==> config.mk <==
export PLATFORM = sky130hd
export DESIGN_NAME = fetch_redirect_unit
export DESIGN_NICKNAME = d
export VERILOG_FILES = /design/src/rtl/fetch_redirect_unit.sv
export SDC_FILE = /design/constraint.sdc
export NUM_CORES = 1
export LEC_CHECK = 0
export CAP_MARGIN = 20
export CORE_ASPECT_RATIO = 0.7
export CORE_MARGIN = 8
export CORE_UTILIZATION = 53
export DETAILED_ROUTE_END_ITERATION = 10
export PLACE_DENSITY = 0.88
export SLEW_MARGIN = 20
export SYNTH_ARGS = -nofsm -noshare
export SYNTH_HDL_FRONTEND = slang
export SYNTH_SLANG_ARGS = --single-unit
export TNS_END_PERCENT = 100
==> constraint.sdc <==
create_clock -name clk -period 6.4 [get_ports clk]
set_input_delay 1.28 -clock clk [delete_from_list [all_inputs] [get_ports clk]]
set_output_delay 1.28 -clock clk [all_outputs]
set_load 0.01 [all_outputs]
==> src/rtl/fetch_redirect_unit.sv <==
// IF-stage PC register and IF/ID pipeline register; applies taken-branch redirects,
// holding a redirect that arrives during a freeze until the freeze lifts.
module fetch_redirect_unit #(
   parameter int unsigned         WORD_LEN = 32,
   parameter logic [WORD_LEN-1:0] RESET_PC = '0,
   parameter int unsigned         CNT_W    = 16
) (
   input  logic                clk,
   input  logic                rst,
   input  logic                freeze,
   input  logic                brCond,
   input  logic [WORD_LEN-1:0] brTarget,
   input  logic [WORD_LEN-1:0] instr_in,
   output logic [WORD_LEN-1:0] pc,
   output logic [WORD_LEN-1:0] ifid_pc,
   output logic [WORD_LEN-1:0] ifid_instr,
   output logic                ifid_valid,
   output logic                redir_pending,
   output logic [CNT_W-1:0]    br_taken_cnt
);

   typedef enum logic {RUN = 1'b0, PEND = 1'b1} state_e;

   state_e              state_q, state_d;
   logic [WORD_LEN-1:0] pc_q, pc_d;
   logic [WORD_LEN-1:0] ifid_pc_q, ifid_pc_d;
   logic [WORD_LEN-1:0] ifid_instr_q, ifid_instr_d;
   logic                ifid_valid_q, ifid_valid_d;
   logic [WORD_LEN-1:0] pend_tgt_q, pend_tgt_d;
   logic [CNT_W-1:0]    cnt_q, cnt_d;

   logic [WORD_LEN-1:0] tgt;
   logic [WORD_LEN-1:0] pc_plus4;
   logic [WORD_LEN-1:0] redirect_pc;
   logic                take;

   // The low two target bits are dropped so fetch stays word aligned.
   assign tgt      = brTarget & ~WORD_LEN'(3);
   assign pc_plus4 = pc_q + WORD_LEN'(4);

   always_comb begin
      state_d      = state_q;
      pc_d         = pc_q;
      ifid_pc_d    = ifid_pc_q;
      ifid_instr_d = ifid_instr_q;
      ifid_valid_d = ifid_valid_q;
      pend_tgt_d   = pend_tgt_q;
      cnt_d        = cnt_q;
      take         = 1'b0;
      redirect_pc  = tgt;

      if (!freeze) begin
         if (brCond) begin
            take        = 1'b1;
            redirect_pc = tgt;
         end else if (state_q == PEND) begin
            take        = 1'b1;
            redirect_pc = pend_tgt_q;
         end else begin
            pc_d         = pc_plus4;
            ifid_pc_d    = pc_plus4;
            ifid_instr_d = instr_in;
            ifid_valid_d = 1'b1;
         end
      end else if (brCond) begin
         // Latest redirect seen during the freeze wins.
         pend_tgt_d = tgt;
         state_d    = PEND;
      end

      // An applied redirect leaves one bubble in IF/ID (ifid_valid=0, instr=NOP).
      if (take) begin
         pc_d         = redirect_pc;
         ifid_pc_d    = '0;
         ifid_instr_d = '0;
         ifid_valid_d = 1'b0;
         state_d      = RUN;
         if (cnt_q != {CNT_W{1'b1}}) cnt_d = cnt_q + 1'b1;
      end
   end

   always_ff @(posedge clk or negedge rst) begin
      if (!rst) begin
         state_q      <= RUN;
         pc_q         <= RESET_PC;
         ifid_pc_q    <= '0;
         ifid_instr_q <= '0;
         ifid_valid_q <= 1'b0;
         pend_tgt_q   <= '0;
         cnt_q        <= '0;
      end else begin
         state_q      <= state_d;
         pc_q         <= pc_d;
         ifid_pc_q    <= ifid_pc_d;
         ifid_instr_q <= ifid_instr_d;
         ifid_valid_q <= ifid_valid_d;
         pend_tgt_q   <= pend_tgt_d;
         cnt_q        <= cnt_d;
      end
   end

   assign pc            = pc_q;
   assign ifid_pc       = ifid_pc_q;
   assign ifid_instr    = ifid_instr_q;
   assign ifid_valid    = ifid_valid_q;
   assign redir_pending = (state_q == PEND);
   assign br_taken_cnt  = cnt_q;

endmodule
Word-level counts from Yosys, hierarchy flattened. Cells that the tools add are included.

Mux-type cells: 22. Reductions and logical operators: 6. $add $sub $neg: 2. Equality and inequality tests: 4.

Operators with widths (number): 32-bit two-way mux (12); 32-bit by 3-bit adder with 32-bit output, second input constant (1); 16-bit by 1-bit adder with 16-bit output, second input constant (1); 16-bit inequality test, second input constant (1); 1-bit two-way mux (10); 2-bit by 1-bit inequality test with 1-bit output, second input constant (3); 2-bit AND reduction (3); 2-bit nonzero test (2); 3-bit AND reduction (1).

Logic and storage cells: 41. Input port bits: 68. Flip-flop bits (word level): 144.

Depth between registers and ports, before layout.
Depth in word-level cells: 5. Depth in mapped cells: 7. Mapped depth without buffers: 5.

Worst setup path after synthesis. No wires, ideal clock.

Path kind: input to register. Start: in freeze. End: reg ifid_pc_q[23] (netlist: ifid_pc[23]). Library setup time: 0.116 ns. Data arrival time: 2.528 ns. Slack: 3.757 ns. Path buffers: 4. Stages on the path: 6. Path through: clkbuf_1 -> clkbuf_1 -> buf_1 -> clkbuf_1 -> nand2_1 -> o311ai_0.

Word-level cells in the longest chain between the ends: 3. Elaborated cells on any way between the ends: 6. Those cells by class: eq/ne: 3; mux: 2; reduce/logical: 1.

Ends and longest elaborated chain: from (decl) (line 10) `input logic freeze,`; 1-bit two-way mux (line 52) `if (!freeze) begin`; 2-bit by 1-bit inequality test with 1-bit output (no source line); 3-bit AND reduction (no source line); to (signal assigned) (line 94) `ifid_pc_q <= ifid_pc_d;`; to (decl) (line 26) `logic [WORD_LEN-1:0] ifid_pc_q, ifid_pc_d;`.

Several ways; a longest one is shown, not always the timed one. A chain may end at the register's enable or synchronous reset.

Worst setup path after layout.
Start: in brCond. End: reg pend_tgt_q[12].

Word-level cells in the longest chain between the ends: 1.

Ends and longest elaborated chain: from (decl) (line 11) `input logic brCond,`; 2-bit AND reduction (no source line); to (signal assigned) (line 97) `pend_tgt_q <= pend_tgt_d;`; to (decl) (line 29) `logic [WORD_LEN-1:0] pend_tgt_q, pend_tgt_d;`.

Every way passes these cells.

==> impl_metrics.json <==
{
  "status": "finished clean",
  "layout-drive-gt1-share_pct": 10.2,
  "drtIter0Drc": 531,
  "leakagePower_nw": 3.73,
  "start_kind": "primary input",
  "clock_power_share_pct": 36.4,
  "ctsResizeCount": 0,
  "relSlewSlack_pct": 42.0,
  "reg2reg_from": "pc[2]",
  "syn_avg_cell_area_um2": 9.75,
  "drtPass1Iterations": 8,
  "hold_slack_ns": 0.479,
  "synth_area_leaders": "dfrtp_1, nand2_1, mux2_2, o21ai_0, xnor2_1",
  "syn_area_um2": 6920,
  "start_util_pct": 53.4,
  "worst-path-buf-inv": 3,
  "nNetsFinal": 921,
  "path_cells": "clkdlybuf4s50_1, buf_4, nand2_1, buf_4, mux2_2",
  "p_sw_share_pct": 29.0,
  "async_reset_ff_share_pct": 100,
  "slowest_stage": "nand2_1",
  "place_inst": 998,
  "final_cell_mix": "clkdlybuf4s50_1, dfrtp_1, nand2_1",
  "worst_setup_path_end_kind": "flip-flop",
  "cts_hold_buffers": 0,
  "maxSlewViolCount": 0,
  "synth_top_area_share_pct": 50.6,
  "clk_path_buf_depth": 2,
  "wirelength_um": 20400,
  "grt_pass1_vias": 5950,
  "tightest_slew_ns": 0.868,
  "globalRouteOverflowTotal": 0,
  "cp.required_ns": 6.70,
  "num_rows": 35,
  "clock_sinks": 140,
  "finalCritPeriodShare_pct": 50.0,
  "hold_violations": 0,
  "fin_skew_ns": 0.00555,
  "crit_family": "buffers and inverters",
  "holdPathStages": 2,
  "dp_hpwl_um": 13900,
  "die_area_um2": 17000,
  "io_buffers": 175,
  "num-fill-cells": 957,
  "dp_slack_ns": 2.73,
  "multiInputGateArea_um2": 3130,
  "ys.flop_type": "dfrtp_1",
  "max_stage_delay_ns": 0.60,
  "yosysUniqueCellTypes": 57,
  "ir_drop_mv": 0.219,
  "drtAntennaViolNets": 0,
  "max_freq_mhz": 312,
  "synth_edf_count": 0,
  "seq_area_um2": 3500,
  "power_switching_uw": 760,
  "cap_violations": 0,
  "vias": 6280,
  "ff2ff_setup_slack_ns": 3.81,
  "chipHeight_um": 112,
  "critical_path.max_fanout": 40,
  "power_frac_seq_pct": 43.2,
  "reg2reg_depth": 5,
  "htreeDepth": 4,
  "worst_path_most_repeated_cell": "buf_4",
  "final_cells": 1028,
  "grt_max_degree": 92,
  "synthToLayoutAreaGrowth_pct": 33.6,
  "min_path_type": "reg2reg",
  "path_class": "in2reg",
  "gp_congestion": 0.858,
  "crit_arrival_ns": 3.50,
  "path_clk_slew_ns": 0.06,
  "core_region_area_um2": 13000,
  "antenna_found_initial": 0,
  "ys_ff_latch": 140,
  "wl_per_cell_um": 19.9,
  "drc": 0,
  "io-pin-count": 182,
  "placed_cell_area_um2": 8680,
  "finalSetupViolCount": 0,
  "worst_hold_path.endpoint": "ifid_valid",
  "numCtsBuffers": 17,
  "postLayoutSetupSlackWorst_ns": 3.20,
  "rsz0062_at_grt": "false",
  "r2r-end": "pc[28]",
  "hp-start": "ifid_valid",
  "finalCriticalPeriod_ns": 3.20,
  "cts-root-buf": "clkbuf_16",
  "vias_per_cell": 6.11,
  "postCtsSetupBuffers": 0,
  "comb_power_share_pct": 20.5,
  "finalSetupTns_ns": 0,
  "grt_pass1_wl_um": 33000,
  "final_common_cell": "clkdlybuf4s50_1",
  "seq_area_frac_synth_pct": 50.6,
  "die_x_um": 153,
  "clk-insertion-delay-late_ns": 0.42,
  "synth_top_area_cell": "dfrtp_1",
  "grtUsageTotal_pct": 24.0,
  "netlist_instances": 710,
  "cts_tree": "built",
  "antennaDiodeCount": 0,
  "cellPowerDensity_nw_per_um2": 284,
  "p_int_mw": 1.86,
  "ys.warnings.count": 0,
  "final_area_um2": 9250
}
==> final cells by class <==
cell class / instances / share of cell area [%]
Clock inverter: 12 / 1.35
Sequential cell: 140 / 37.9
Tap cell: 166 / 2.25
Inverter: 11 / 0.447
Timing Repair Buffer: 181 / 19.4
Clock buffer: 18 / 4.75
Multi-Input combinational cell: 500 / 33.9
==> synth_stat cells, drive strengths merged, types with 12 or more instances <==
library cell and instances:
nand3 32, mux2 32, dfrtp 140, o311ai 12, buf 18, nor3 18, nand4 20, o21ai 59
xnor2 23, clkbuf 44, o2111ai 20, nand2 136, nor2 18
==> tightest hold or removal path, stage by stage, from the launching register on <==
cell     delay [ns]
dfrtp_1        0.34
nand2_1        0.05
nand2_1        0.06
==> flip-flops by register name (all words and copies together), names as in the netlist <==
signal,count
ifid_instr,32
pc,30
pend_tgt_q,30
ifid_pc,30
br_taken_cnt,16
ifid_valid,1
redir_pending,1
==> power by group through the flow <==
stage               clock network [mW]  registers, mW  logic [mW]
finish                           0.953           1.13       0.537
global route                      1.00           1.15       0.584
CTS                              0.962           1.13       0.541
detailed placement                   0           1.14       0.539
global placement                     0           1.13       0.527
floorplan                            0           1.13       0.236
==> cells by family after synthesis <==
kind of cell,count (synthesis),share of synthesized area [%]
mux,39,6.22
buf+inv,73,4.39
fa+ha+maj,2,0.362
other cells,1,0.0542
simple gates,270,19.2
compound gates,160,16.0
flops,140,50.6
xor+xnor,25,3.16
==> per-layer routing <==
layer	global-route usage (%)	wire length (um)
met1	32.3	8890
met2	36.6	9450
met3	7.24	1830
met4	7.29	278
met5	0	0
==> worst max-delay path by stage <==
stage	from	to	slack (ns)	depth (start not counted)
after global routing	brCond	pend_tgt_q[11]	3.13	5
after floorplan	freeze	ifid_pc[23]	3.76	6
final	brCond	pend_tgt_q[12]	3.20	5
after global placement	brCond	pend_tgt_q[11]	2.78	5
after detailed placement	brCond	pend_tgt_q[11]	2.73	5
after CTS	brCond	pend_tgt_q[12]	3.18	5
==> through the flow <==
stage | utilization (%) | power, mW
floorplan | - | 1.37
global route | 71.3 | 2.73
CTS | 71.3 | 2.63
finish | 71.3 | 2.62
detailed placement | 67.0 | 1.68
global placement | 67.0 | 1.66
No activity file was read; power rests on OpenSTA's default activity.
==> edit: new RTL, same settings <==
Make the reset (`rst`) synchronous in one clocked block.
--- a/src/rtl/fetch_redirect_unit.sv
+++ b/src/rtl/fetch_redirect_unit.sv
@@ -81,3 +81,3 @@
 
-   always_ff @(posedge clk or negedge rst) begin
+   always_ff @(posedge clk) begin
       if (!rst) begin
Check against the original RTL: differs if rst is asserted again (counterexample within 4 cycles, from zero or initial values and one cycle with rst low); with rst held inactive, the same outputs for 4 cycles.
==> edit against the unedited design <==
- synthesized area down 4.9%
- cell area down 3.9%
- via count grew 3.7%
- sequential cell count did not move
- critical path depth grew 2
- final cell count is 10% higher
- count of clock-buffer cells in the layout down 1
- routed wire length grew 1.3%
- fmax decreased by 13%
- sequential share of layout area shrank 6.4 points
- register-to-register slack better by 200 ps
- setup slack lost 490 ps
- critical path type unchanged
Power is not compared: it rests on default switching activity, and its combinational part moved more than twofold at a synthesized area within 25%.
==> edit: results <==
set metrics [dict create \
    outcome "finished clean" \
    rrSetupSlack_ps 4010 \
    path_max_fanout 30 \
    nNetsFinal 1029 \
    grt_pass1_vias 5920 \
    max_stage_delay_ps 670 \
    drive_above_1_share_pct 5.66 \
    p_seq_share_pct 43.2 \
    worst_pin_slew_ps 1040 \
    r2r_end "pc[28]" \
    crit_path_end "ifid_pc[14]" \
    dr.pass1.iters 5 \
    routabilityCongestion 0.944 \
    r2r-start "pc[2]" \
    worstRegToRegCells 6 \
    hold_path_end "ifid_instr[9]" \
    ys_seq_area_share_pct 42.6 \
    fillCellCount 936 \
    hp-start "ifid_instr[9]" \
    drtIter0Drc 746 \
    cp_slowest_cell "clkdlybuf4s50_1" \
    ys.flop_type "dfxtp_1" \
    clock_skew_ps 10.8 \
    async_flop_share_pct 0 \
    crit_family "simple AND/OR/NAND/NOR gates" \
    crit_arrival_ps 4040 \
    largest_reg_flops 32 \
    grt_usage_pct 24.7 \
    ys_types 61 \
    clockBufferDepth 2 \
    p_sw_mw 0.603 \
    routed_via_density 5.74 \
    hpwlAfterDp_um 14300 \
    grt_max_degree 98 \
    grt_pass1_wl_um 31900 \
    yosys-top-cells-count "nand2_1 (173), dfxtp_1 (140), a21oi_1 (83)" \
    wl_per_cell_um 18.3 \
    netlist_top_cells_area "dfxtp_1 (43%), nand2_1 (9.9%), a21oi_1 (6.3%)" \
    synth-warning-count 0 \
]
==> edit: cell count changes after synthesis, moves of 13 or more <==
cell,change
and2_1,+18
dfrtp_1,-140
a21boi_0,+36
and3_1,+17
mux2_2,-32
a21oi_1,+73
xor2_1,+27
xnor2_1,-13
o2111ai_1,-20
dfxtp_1,+140
nand2_1,+37
==> edit: area by class of cell <==
class	count	area, µm²	area share [%]
Multi-Input combinational cell	612	3490	39.3
Sequential cell	140	2800	31.5
Timing Repair Buffer	181	1790	20.1
Clock buffer	17	425	4.79
Tap cell	162	203	2.28
Clock inverter	15	150	1.69
Inverter	7	26.3	0.296
==> edit: cell families (layout without fill, tap and decap cells) <==
group           Yosys count  after routing  share of synthesized area, %
compound gates          237            237                          22.2
xor+xnor                 39             39                          5.19
fa+ha+maj                 2              2                         0.380
buf+inv                  74            220                          4.60
flops                   140            140                          42.6
mux                       1              1                         0.152
other cells               1              4                        0.0570
simple gates            329            329                          24.8
==> edit: metal layers <==
metal  wire, µm  global-route usage [%]  up-vias  part of all wire (%)
met3       2580                    9.12       23                    12
met2       8880                    35.4      351                    43
met5          0                       0        -                     0
met4        298                    8.11        0                   1.4
met1       8970                    33.8     3005                    43
li1           -                       -     3135                     -
==> edit: tightest hold or removal path: cells and delay by family, from the launching register on <==
kind	cells	cell delay, ps
compound gates	1	50
flops	1	310
simple gates	1	50
==> edit: stage by stage <==
stage	area [µm²]	setup slack (ps)	std cells	hold slack, ps	utilization [%]
final	8890	2710	1134	455	72.5
after global routing	8890	2530	1134	470	72.5
after CTS	8890	2760	1134	455	72.5
after detailed placement	8310	2360	1102	446	67.8
after global placement	8310	2490	1102	436	67.8
after floorplan	6590	3820	826	439	-
